<file path="config.mk">
export PLATFORM = sky130hd
export DESIGN_NAME = uart_cmd_ctrl
export DESIGN_NICKNAME = d
export VERILOG_FILES = /design/src/rtl/uart_cmd_ctrl_pkg.sv /design/src/rtl/uart_cmd_ctrl_timeout.sv /design/src/rtl/uart_cmd_ctrl.sv
export SDC_FILE = /design/constraint.sdc
export NUM_CORES = 1
export LEC_CHECK = 0
export BUFFER_PORTS_ARGS = -buffer_cell sky130_fd_sc_hd__clkbuf_2
export CAP_MARGIN = 0
export CORE_MARGIN = 1
export CORE_UTILIZATION = 25
export DETAILED_ROUTE_END_ITERATION = 7
export MAX_ROUTING_LAYER = met4
export PLACE_DENSITY = 0.53
export SLEW_MARGIN = 20
export SYNTH_ARGS = -nofsm -noshare
export SYNTH_HDL_FRONTEND = slang
export SYNTH_HIERARCHICAL = 1
export SYNTH_SLANG_ARGS = --single-unit
</file>
<file path="constraint.sdc">
create_clock -name i_clk -period 2.95 [get_ports i_clk]
set_clock_uncertainty 0.1 [all_clocks]
set_input_delay 0.59 -clock i_clk [delete_from_list [all_inputs] [get_ports i_clk]]
set_output_delay 0.59 -clock i_clk [all_outputs]
set_load 0.01 [all_outputs]
</file>
<file path="src/rtl/uart_cmd_ctrl_pkg.sv">
// Shared command/response codes and FSM state encoding for the UART command controller.
// No logic and no latency; imported by the controller and its sub-blocks.
package uart_cmd_ctrl_pkg;

  localparam logic [7:0] CMD_WR  = 8'h57;
  localparam logic [7:0] CMD_RD  = 8'h52;
  localparam logic [7:0] RSP_ACK = 8'h06;
  localparam logic [7:0] RSP_NAK = 8'h15;

  typedef enum logic [2:0] {
    ST_IDLE,
    ST_GET_CMD,
    ST_GET_ADDR,
    ST_GET_DATA,
    ST_EXEC,
    ST_RD_WAIT,
    ST_REPLY
  } state_t;

  // An address byte is usable only if no bits above the register address width are set.
  function automatic logic addr_in_range(input logic [7:0] a, input int unsigned aw);
    return (aw >= 8) ? 1'b1 : ((a >> aw) == 8'd0);
  endfunction

endpackage

</file>
<file path="src/rtl/uart_cmd_ctrl_timeout.sv">
// Inter-byte timeout: counts cycles while run is high, expired on the TIMEOUT-th counted cycle.
// One cycle from run to count; clear wins over run; no backpressure.
module uart_cmd_timeout #(
  parameter int unsigned TIMEOUT = 1250000
) (
  input  logic i_clk,
  input  logic i_rst,
  input  logic i_run,
  input  logic i_clear,
  output logic o_expired
);

  logic [23:0] r_cnt;

  always_ff @(posedge i_clk) begin
    if (i_rst || i_clear) begin
      r_cnt <= '0;
    end else if (i_run) begin
      r_cnt <= r_cnt + 24'd1;
    end
  end

  // Only meaningful while run is high, so a waiting byte always beats expiry.
  assign o_expired = i_run && (r_cnt == 24'(TIMEOUT - 1));

endmodule

</file>
<file path="src/rtl/uart_cmd_ctrl.sv">
// Parses W/R command packets from an RX FIFO, drives a register port, pushes one reply byte.
// Byte pop to capture 2 cycles, capture to reg_wr 1 cycle, reg_wr to tx_wr 1 cycle; REPLY waits on tx_full.
module uart_cmd_ctrl
  import uart_cmd_ctrl_pkg::*;
#(
  parameter int unsigned TIMEOUT = 1250000,
  parameter int unsigned ADDR_W  = 4
) (
  input  logic              i_clk,
  input  logic              i_rst,
  input  logic [7:0]        i_rx_data,
  input  logic              i_rx_empty,
  output logic              o_rx_rd,
  output logic [7:0]        o_tx_data,
  output logic              o_tx_wr,
  input  logic              i_tx_full,
  output logic [ADDR_W-1:0] o_reg_addr,
  output logic [7:0]        o_reg_wdata,
  output logic              o_reg_wr,
  output logic              o_reg_rd,
  input  logic [7:0]        i_reg_rdata,
  output logic              o_busy
);

  state_t              r_state;
  logic                r_cap;
  logic                r_is_wr;
  logic                r_addr_ok;
  logic                r_rx_rd;
  logic                r_tx_wr;
  logic                r_reg_wr;
  logic                r_reg_rd;
  logic                r_busy;
  logic [7:0]          r_tx_data;
  logic [ADDR_W-1:0]   r_reg_addr;
  logic [7:0]          r_reg_wdata;

  logic w_in_ad;
  logic w_to_run;
  logic w_to_clear;
  logic w_expired;

  // Timeout only guards the gap between bytes of a packet already started.
  assign w_in_ad    = (r_state == ST_GET_ADDR) || (r_state == ST_GET_DATA);
  assign w_to_run   = w_in_ad && i_rx_empty && !r_rx_rd && !r_cap;
  assign w_to_clear = !w_in_ad || r_rx_rd;

  uart_cmd_timeout #(.TIMEOUT(TIMEOUT)) u_timeout (
    .i_clk     (i_clk),
    .i_rst     (i_rst),
    .i_run     (w_to_run),
    .i_clear   (w_to_clear),
    .o_expired (w_expired)
  );

  always_ff @(posedge i_clk) begin
    if (i_rst) begin
      r_state     <= ST_IDLE;
      r_cap       <= 1'b0;
      r_is_wr     <= 1'b0;
      r_addr_ok   <= 1'b0;
      r_rx_rd     <= 1'b0;
      r_tx_wr     <= 1'b0;
      r_reg_wr    <= 1'b0;
      r_reg_rd    <= 1'b0;
      r_busy      <= 1'b0;
      r_tx_data   <= '0;
      r_reg_addr  <= '0;
      r_reg_wdata <= '0;
    end else begin
      r_rx_rd  <= 1'b0;
      r_tx_wr  <= 1'b0;
      r_reg_wr <= 1'b0;
      r_reg_rd <= 1'b0;
      case (r_state)
        ST_IDLE: begin
          if (!i_rx_empty) begin
            r_state <= ST_GET_CMD;
            r_busy  <= 1'b1;
          end
        end
        ST_GET_CMD, ST_GET_ADDR, ST_GET_DATA: begin
          // Pop, wait one cycle for the FIFO output, then capture: one pop in flight at most.
          if (r_cap) begin
            r_cap <= 1'b0;
            if (r_state == ST_GET_CMD) begin
              if (i_rx_data == CMD_WR || i_rx_data == CMD_RD) begin
                r_is_wr <= (i_rx_data == CMD_WR);
                r_state <= ST_GET_ADDR;
              end else begin
                r_tx_data <= RSP_NAK;
                r_state   <= ST_REPLY;
              end
            end else if (r_state == ST_GET_ADDR) begin
              r_addr_ok <= addr_in_range(i_rx_data, ADDR_W);
              if (addr_in_range(i_rx_data, ADDR_W)) begin
                r_reg_addr <= i_rx_data[ADDR_W-1:0];
              end
              r_state <= r_is_wr ? ST_GET_DATA : ST_EXEC;
            end else begin
              r_reg_wdata <= i_rx_data;
              r_state     <= ST_EXEC;
            end
          end else if (r_rx_rd) begin
            r_cap <= 1'b1;
          end else if (!i_rx_empty) begin
            r_rx_rd <= 1'b1;
          end else if (w_expired) begin
            r_state <= ST_IDLE;
            r_busy  <= 1'b0;
          end
        end
        ST_EXEC: begin
          if (!r_addr_ok) begin
            r_tx_data <= RSP_NAK;
            r_state   <= ST_REPLY;
          end else if (r_is_wr) begin
            r_reg_wr  <= 1'b1;
            r_tx_data <= RSP_ACK;
            r_state   <= ST_REPLY;
          end else begin
            r_reg_rd <= 1'b1;
            r_state  <= ST_RD_WAIT;
          end
        end
        ST_RD_WAIT: begin
          if (r_cap) begin
            r_cap     <= 1'b0;
            r_tx_data <= i_reg_rdata;
            r_state   <= ST_REPLY;
          end else begin
            r_cap <= 1'b1;
          end
        end
        ST_REPLY: begin
          // Stay in REPLY through the push cycle so tx_wr is only ever seen with busy high.
          if (r_tx_wr) begin
            r_state <= ST_IDLE;
            r_busy  <= 1'b0;
          end else if (!i_tx_full) begin
            r_tx_wr <= 1'b1;
          end
        end
        default: begin
          r_state <= ST_IDLE;
          r_busy  <= 1'b0;
        end
      endcase
    end
  end

  assign o_rx_rd     = r_rx_rd;
  assign o_tx_wr     = r_tx_wr;
  assign o_tx_data   = r_tx_data;
  assign o_reg_wr    = r_reg_wr;
  assign o_reg_rd    = r_reg_rd;
  assign o_reg_addr  = r_reg_addr;
  assign o_reg_wdata = r_reg_wdata;
  assign o_busy      = r_busy;

endmodule

</file>
==> impl_metrics.yaml, run 1 <==
synthesis:
  yosysMostFrequentCell: "dfxtp_1"
  synth-simple-area-share_pct: 30.56
  synth_top_family_by_area: "simple AND/OR/NAND/NOR gates"
  synth_mux_area_share_pct: 5.156
  yosysTopAreaCellShare_pct: 41.63
  synth_xor_area_share_pct: 3.642
  yosysSeqAreaShare_pct: 41.63
  synth_seq_cells: 55
  synth_edf_count: 0
  synthFlopType: "dfxtp_1"
  ys_warn_count: 6
  synth.cell_area_um2: 2645
  yosysUniqueCellTypes: 53
  avgSynthCellArea_um2: 8.397
  syn_nets: 336
  synth-compound-area-share_pct: 14.14
  synthAdderAreaFrac_pct: 0.4730
  synthTopCellsByCount: "dfxtp_1, nand2_1, nor2_1"
  synth_top_cell_by_area: "dfxtp_1"
  synth_area_leaders: "dfxtp_1, nand2_1, a21oi_1, nor2_1, mux2i_1"
  async_flop_share_pct: 0
  postSynthCellCount: 315
finish:
  fin_util_pct: 29.89
  instances_no_fill: 490
  layout-drive-gt1-share_pct: 18.93
  area_growth_pct: 16.13
  stdcell_area_um2: 3072
  n_fill_cell: 1138
  fin_nets: 374
  insertedDiodeCount: 0
worst_setup_path:
  critical_path.endpoint: "r_state[0]"
  r2r_cells: 9
  startpoint_type: "flop"
  cp_slowest_cell: "nor4_1"
  crit_path_start: "r_cap"
  worstSetupPathType: "flop to flop"
  cp_data_arrival_time_ns: 2.82
  rr_startpoint: "r_cap"
  cp_num_buf_inv: 1
  cp.depth: 9
  r2r_slack_ns: 0.25
  path_cells: "inv_1 -> nand2_1 -> nor2_1 -> nand4_4 -> nor4_1 -> nand4bb_1 -> a311oi_1 -> o221ai_1 -> o41ai_1"
  crit_required_ns: 3.07
  crit_path_max_fanout: 8
  r2r-end: "r_state[0]"
  end_kind: "flop"
  cp_top_family: "simple AND/OR/NAND/NOR gates"
  max_stage_delay_ns: 0.45
placed_design:
  place_area_um2: 2983
  finalWeightedCongestion: 0.7644
  place_ws_ns: 0.1989
  port-buffer-count: 44
  placed_cells: 482
  dp_hpwl_mm: 4.583
status:
  status: "complete, no violations"
job:
  maxCapViolCount: 0
die:
  start_util_pct: 25.74
  dieWidth_um: 104.9
  die_h_um: 104.9
  die_area_um2: 11000
  core_um2: 10280
  rows: 37
  ios: 45
pwr:
  power.density_nw_per_um2: 460.8
  peakVddDrop_mv: 0.2140
  p_leak_nw: 1.081
sta:
  finalHoldViolCount: 0
  fmax_mhz: 370.2
  setup_viol: 0
  fin_crit_sh_pct: 91.56
  post-route-min-period_ns: 2.701
  rsz0062_at_grt: "no"
  slew_violations: 0
  slew_headroom_pct: 62.68
  finalSetupTns_ns: 0
  worst_pin_slew_ns: 0.5580
  finalWorstSetupSlack_ns: 0.2489
clocking:
  cts_inserted_buffers: 5
  cts_hold_buf: 0
  cts_buffer_depth: 2
  root_buffer: "clkbuf_8"
  worstSkewPairLatency_ns: 0.31
  clock-sinks: 55
  clkTransAtPathRegs_ns: 0.10
  cts_tree: "built"
  cts-htree-levels: 2
  post_cts_resize_count: 0
  post-cts-setup-buffers: 0
routing:
  vias: 2315
  ant_nets: 0
  wl_mm: 6.220
  wl_per_cell_um: 12.69
  drtPass1Iterations: 4
  vias_per_cell: 4.724
  drt-initial-drc-count: 116
  drc: 0
grt:
  antenna_found_initial: 0
  overflow: 0
  grt_max_degree: 24
  grt_first_pass_wirelength_mm: 10.43
  grt_usage_pct: 12.05
  grt_pass1_vias: 2151
worst_hold_path:
  min_path_type: "input pin to flop"
==> worst min path at each step <==
stage,cells after the start,from,end,slack [ns]
2_1_floorplan,1,r_is_wr,o_reg_rd,0.34
3_3_place_gp,2,o_reg_wdata[5],o_reg_wdata[5],0.34
3_5_place_dp,2,o_reg_wdata[5],o_reg_wdata[5],0.35
4_1_cts,2,i_tx_full,o_tx_wr,0.32
5_1_grt,2,i_tx_full,o_tx_wr,0.31
6_report,2,i_tx_full,o_tx_wr,0.33
==> per-stage QoR <==
stage	total power (W)	hold WS, ns
floorplan	0.0009530	0.3373
global placement	0.001003	0.3434
detailed placement	0.001001	0.3546
CTS	0.001434	0.3187
global route	0.001490	0.3121
finish	0.001415	0.3279
==> power by group <==
group	internal [W]	switching (W)	total [W]
clock network	0.000171	0.000260	0.000431
registers	0.000759	0.0000176	0.000776
logic	0.0000845	0.000123	0.000208
total	0.00101	0.000401	0.00142
==> cells by family (layout without fill, tap and decap cells) <==
group	after synthesis	count (layout)
compound gates	59	59
xor+xnor	11	11
fa+ha+maj	1	1
buf+inv	25	64
flops	55	55
mux	13	13
simple gates	151	151
==> sequential cells by signal, indices dropped and copies added (netlist names), 3 cells and up <==
signal,cells
o_reg_addr,4
o_reg_wdata,8
o_tx_data,8
r_state,3
u_timeout/r_cnt,24
==> final cells by class <==
class | instances | area [µm²] | area share (%)
Clock buffer | 6 | 72.57 | 2.363
Clock inverter | 2 | 16.27 | 0.5295
Inverter | 7 | 26.28 | 0.8554
Multi-Input combinational cell | 235 | 1428 | 46.48
Sequential cell | 55 | 1101 | 35.85
Tap cell | 136 | 170.2 | 5.540
Timing Repair Buffer | 49 | 257.7 | 8.391
==> layout by cell type (no fill, tap or decap), types with 6 or more instances in the layout <==
cell       n
inv_1      7
mux2i_1   11
nor4_1     6
nand3_1    8
xnor2_1    7
dfxtp_1   55
a21oi_1   26
nor2_1    32
nand2_1   42
o21ai_0   10
clkbuf_2  44
or3_1      8
nand4_1   12
nor3_1     8
==> layer usage <==
metal / vias up / global-route usage [%] / share of wire [%]
met2: 41 / 19.35 / 46
li1: 1198 / - / -
met1: 1070 / 15.51 / 49
met4: 0 / 2.716 / 0.95
met3: 6 / 2.558 / 3.9
met5: - / - / 0
No activity file was read; power rests on OpenSTA's default activity.
==> inputs of run 2 (changes only) <==
--- a/config.mk
+++ b/config.mk
@@ -5,15 +5,16 @@
 export SDC_FILE = /design/constraint.sdc
 export NUM_CORES = 1
 export LEC_CHECK = 0
-export BUFFER_PORTS_ARGS = -buffer_cell sky130_fd_sc_hd__clkbuf_2
 export CAP_MARGIN = 0
 export CORE_MARGIN = 1
-export CORE_UTILIZATION = 25
+export CORE_UTILIZATION = 50
 export DETAILED_ROUTE_END_ITERATION = 7
+export DONT_BUFFER_PORTS = 1
 export MAX_ROUTING_LAYER = met4
-export PLACE_DENSITY = 0.53
+export PLACE_DENSITY = 0.76
 export SLEW_MARGIN = 20
 export SYNTH_ARGS = -nofsm -noshare
 export SYNTH_HDL_FRONTEND = slang
 export SYNTH_HIERARCHICAL = 1
 export SYNTH_SLANG_ARGS = --single-unit
+export TNS_END_PERCENT = 30
==> impl_metrics.yaml, run 2 (synthesized netlist as in run 1, its figures left out) <==
worst_setup_path:
  r2r_cells: 9
  crit_path_max_fanout: 8
  startpoint_type: "flop"
  critPathMostFrequentCell: "nor2_1"
  cp_num_buf_inv: 0
  r2r_slack_ns: 0.28
  cp_top_family: "simple AND/OR/NAND/NOR gates"
  worstSetupPathType: "flop to flop"
  max_stage_delay_ns: 0.45
  end_kind: "flop"
  cp_slowest_cell: "a311oi_1"
  cp_data_arrival_time_ns: 2.78
  path_cells: "nor2_1 -> nand2_1 -> nor2_1 -> nand4_4 -> nor4_1 -> nand4bb_1 -> a311oi_1 -> o221ai_1 -> o41ai_1"
  cp.depth: 9
  crit_required_ns: 3.06
grt:
  antenna_found_initial: 0
  grt_pass1_vias: 1995
  grt_max_degree: 30
  overflow: 0
  grt_first_pass_wirelength_mm: 8.838
  grt_usage_pct: 20.91
finish:
  layout-drive-gt1-share_pct: 7.143
  insertedDiodeCount: 0
  mostFrequentLayoutCell: "dfxtp_1"
  final_cell_mix: "dfxtp_1, nand2_1, nor2_1, a21oi_1, nand4_1"
  largest_register_ffs: 24
  fin_nets: 328
  top_register: "u_timeout/r_cnt"
  instances_no_fill: 378
  area_growth_pct: 5.156
sta:
  fin_crit_sh_pct: 90.44
  rsz0062_at_grt: "no"
  setup_viol: 0
  finalHoldViolCount: 0
  worst_pin_slew_ns: 0.5881
  finalSetupTns_ns: 0
  whs_ns: 0.2371
  slew_headroom_pct: 60.74
  fmax_mhz: 374.8
  slew_violations: 0
  post-route-min-period_ns: 2.668
worst_hold_path:
  min_path_type: "input pin to flop"
  hold_path_depth: 1
die:
  ios: 45
  start_util_pct: 51.79
  die_area_um2: 5585
  core_um2: 5107
  die_h_um: 74.73
  dieWidth_um: 74.73
  rows: 26
clocking:
  cts_tree: "built"
  root_buffer: "clkbuf_8"
  clkTransAtPathRegs_ns: 0.11
  cts_inserted_buffers: 5
  cts_hold_buf: 0
  cts-htree-levels: 2
  post_cts_resize_count: 0
  cts_buffer_depth: 2
  clock-sinks: 55
  worstSkewPairLatency_ns: 0.31
  post-cts-setup-buffers: 0
routing:
  drc: 0
  drtPass1Iterations: 5
  vias_per_cell: 5.918
  ant_nets: 0
  wl_mm: 5.490
  vias: 2237
  wl_per_cell_um: 14.52
  drt-initial-drc-count: 142
pwr:
  peakVddDrop_mv: 0.3192
  power.density_nw_per_um2: 525.2
  p_leak_nw: 0.8927
placed_design:
  dp_hpwl_mm: 3.813
  placed_cells: 370
  finalWeightedCongestion: 0.8755
  port-buffer-count: 0
status:
  status: "complete, no violations"
job:
  maxCapViolCount: 0
[run 2: cell count changes in the layout (fill, tap and decap cells not counted)]
cell	delta
clkinvlp_4	-1
buf_4	-2
bufinv_16	+1
clkinv_4	+1
clkbuf_2	-44
clkbuf_1	-1
[run 2: through the flow]
stage / cell area, µm² / util, % / power, W / worst slack [ns]
4_1_cts: 2781 / 54.46 / 0.001471 / 0.3029
6_report: 2781 / 54.46 / 0.001461 / 0.2821
5_1_grt: 2781 / 54.46 / 0.001520 / 0.09827
3_3_place_gp: 2665 / 52.18 / 0.0009553 / 0.4523
2_1_floorplan: 2645 / - / 0.0009530 / 0.2933
3_5_place_dp: 2665 / 52.18 / 0.0009585 / 0.3553
[run 2: worst paths after layout]
kind / to / startpoint
min reg2reg: u_timeout/r_cnt[23] / u_timeout/r_cnt[23]
max: r_state[0] / o_rx_rd
min: o_tx_wr / i_tx_full
max reg2reg: r_state[0] / o_rx_rd
[run 2: final cells by class]
cell class / instances / area, µm²
repair buffers: 3 / 22.52
inverters: 7 / 26.28
flip-flops and latches: 55 / 1101
clock buffers: 5 / 68.82
multi-input cells: 235 / 1428
clock inverters: 3 / 47.55
fillers: 484 / 2326
well taps: 70 / 87.58
[run 2: metal layers]
layer  share of wire (%)  global-route usage (%)  vias up  routed length (µm)
met5                   0                       -        -                   0
met4                0.58                   5.031        0                  32
met3                 6.6                   5.221        4                 363
met2                  45                   32.53       74                2476
met1                  48                   27.29     1050                2618
li1                    -                       -     1109                   -
[run 2: where the power goes]
group          total, W  leakage (nW)  switching (W)  internal, W
clock network  0.000514        0.0587       0.000257     0.000258
logic          0.000139         0.391      0.0000773    0.0000621
registers      0.000807         0.443      0.0000481     0.000759
total           0.00146         0.893       0.000382      0.00108
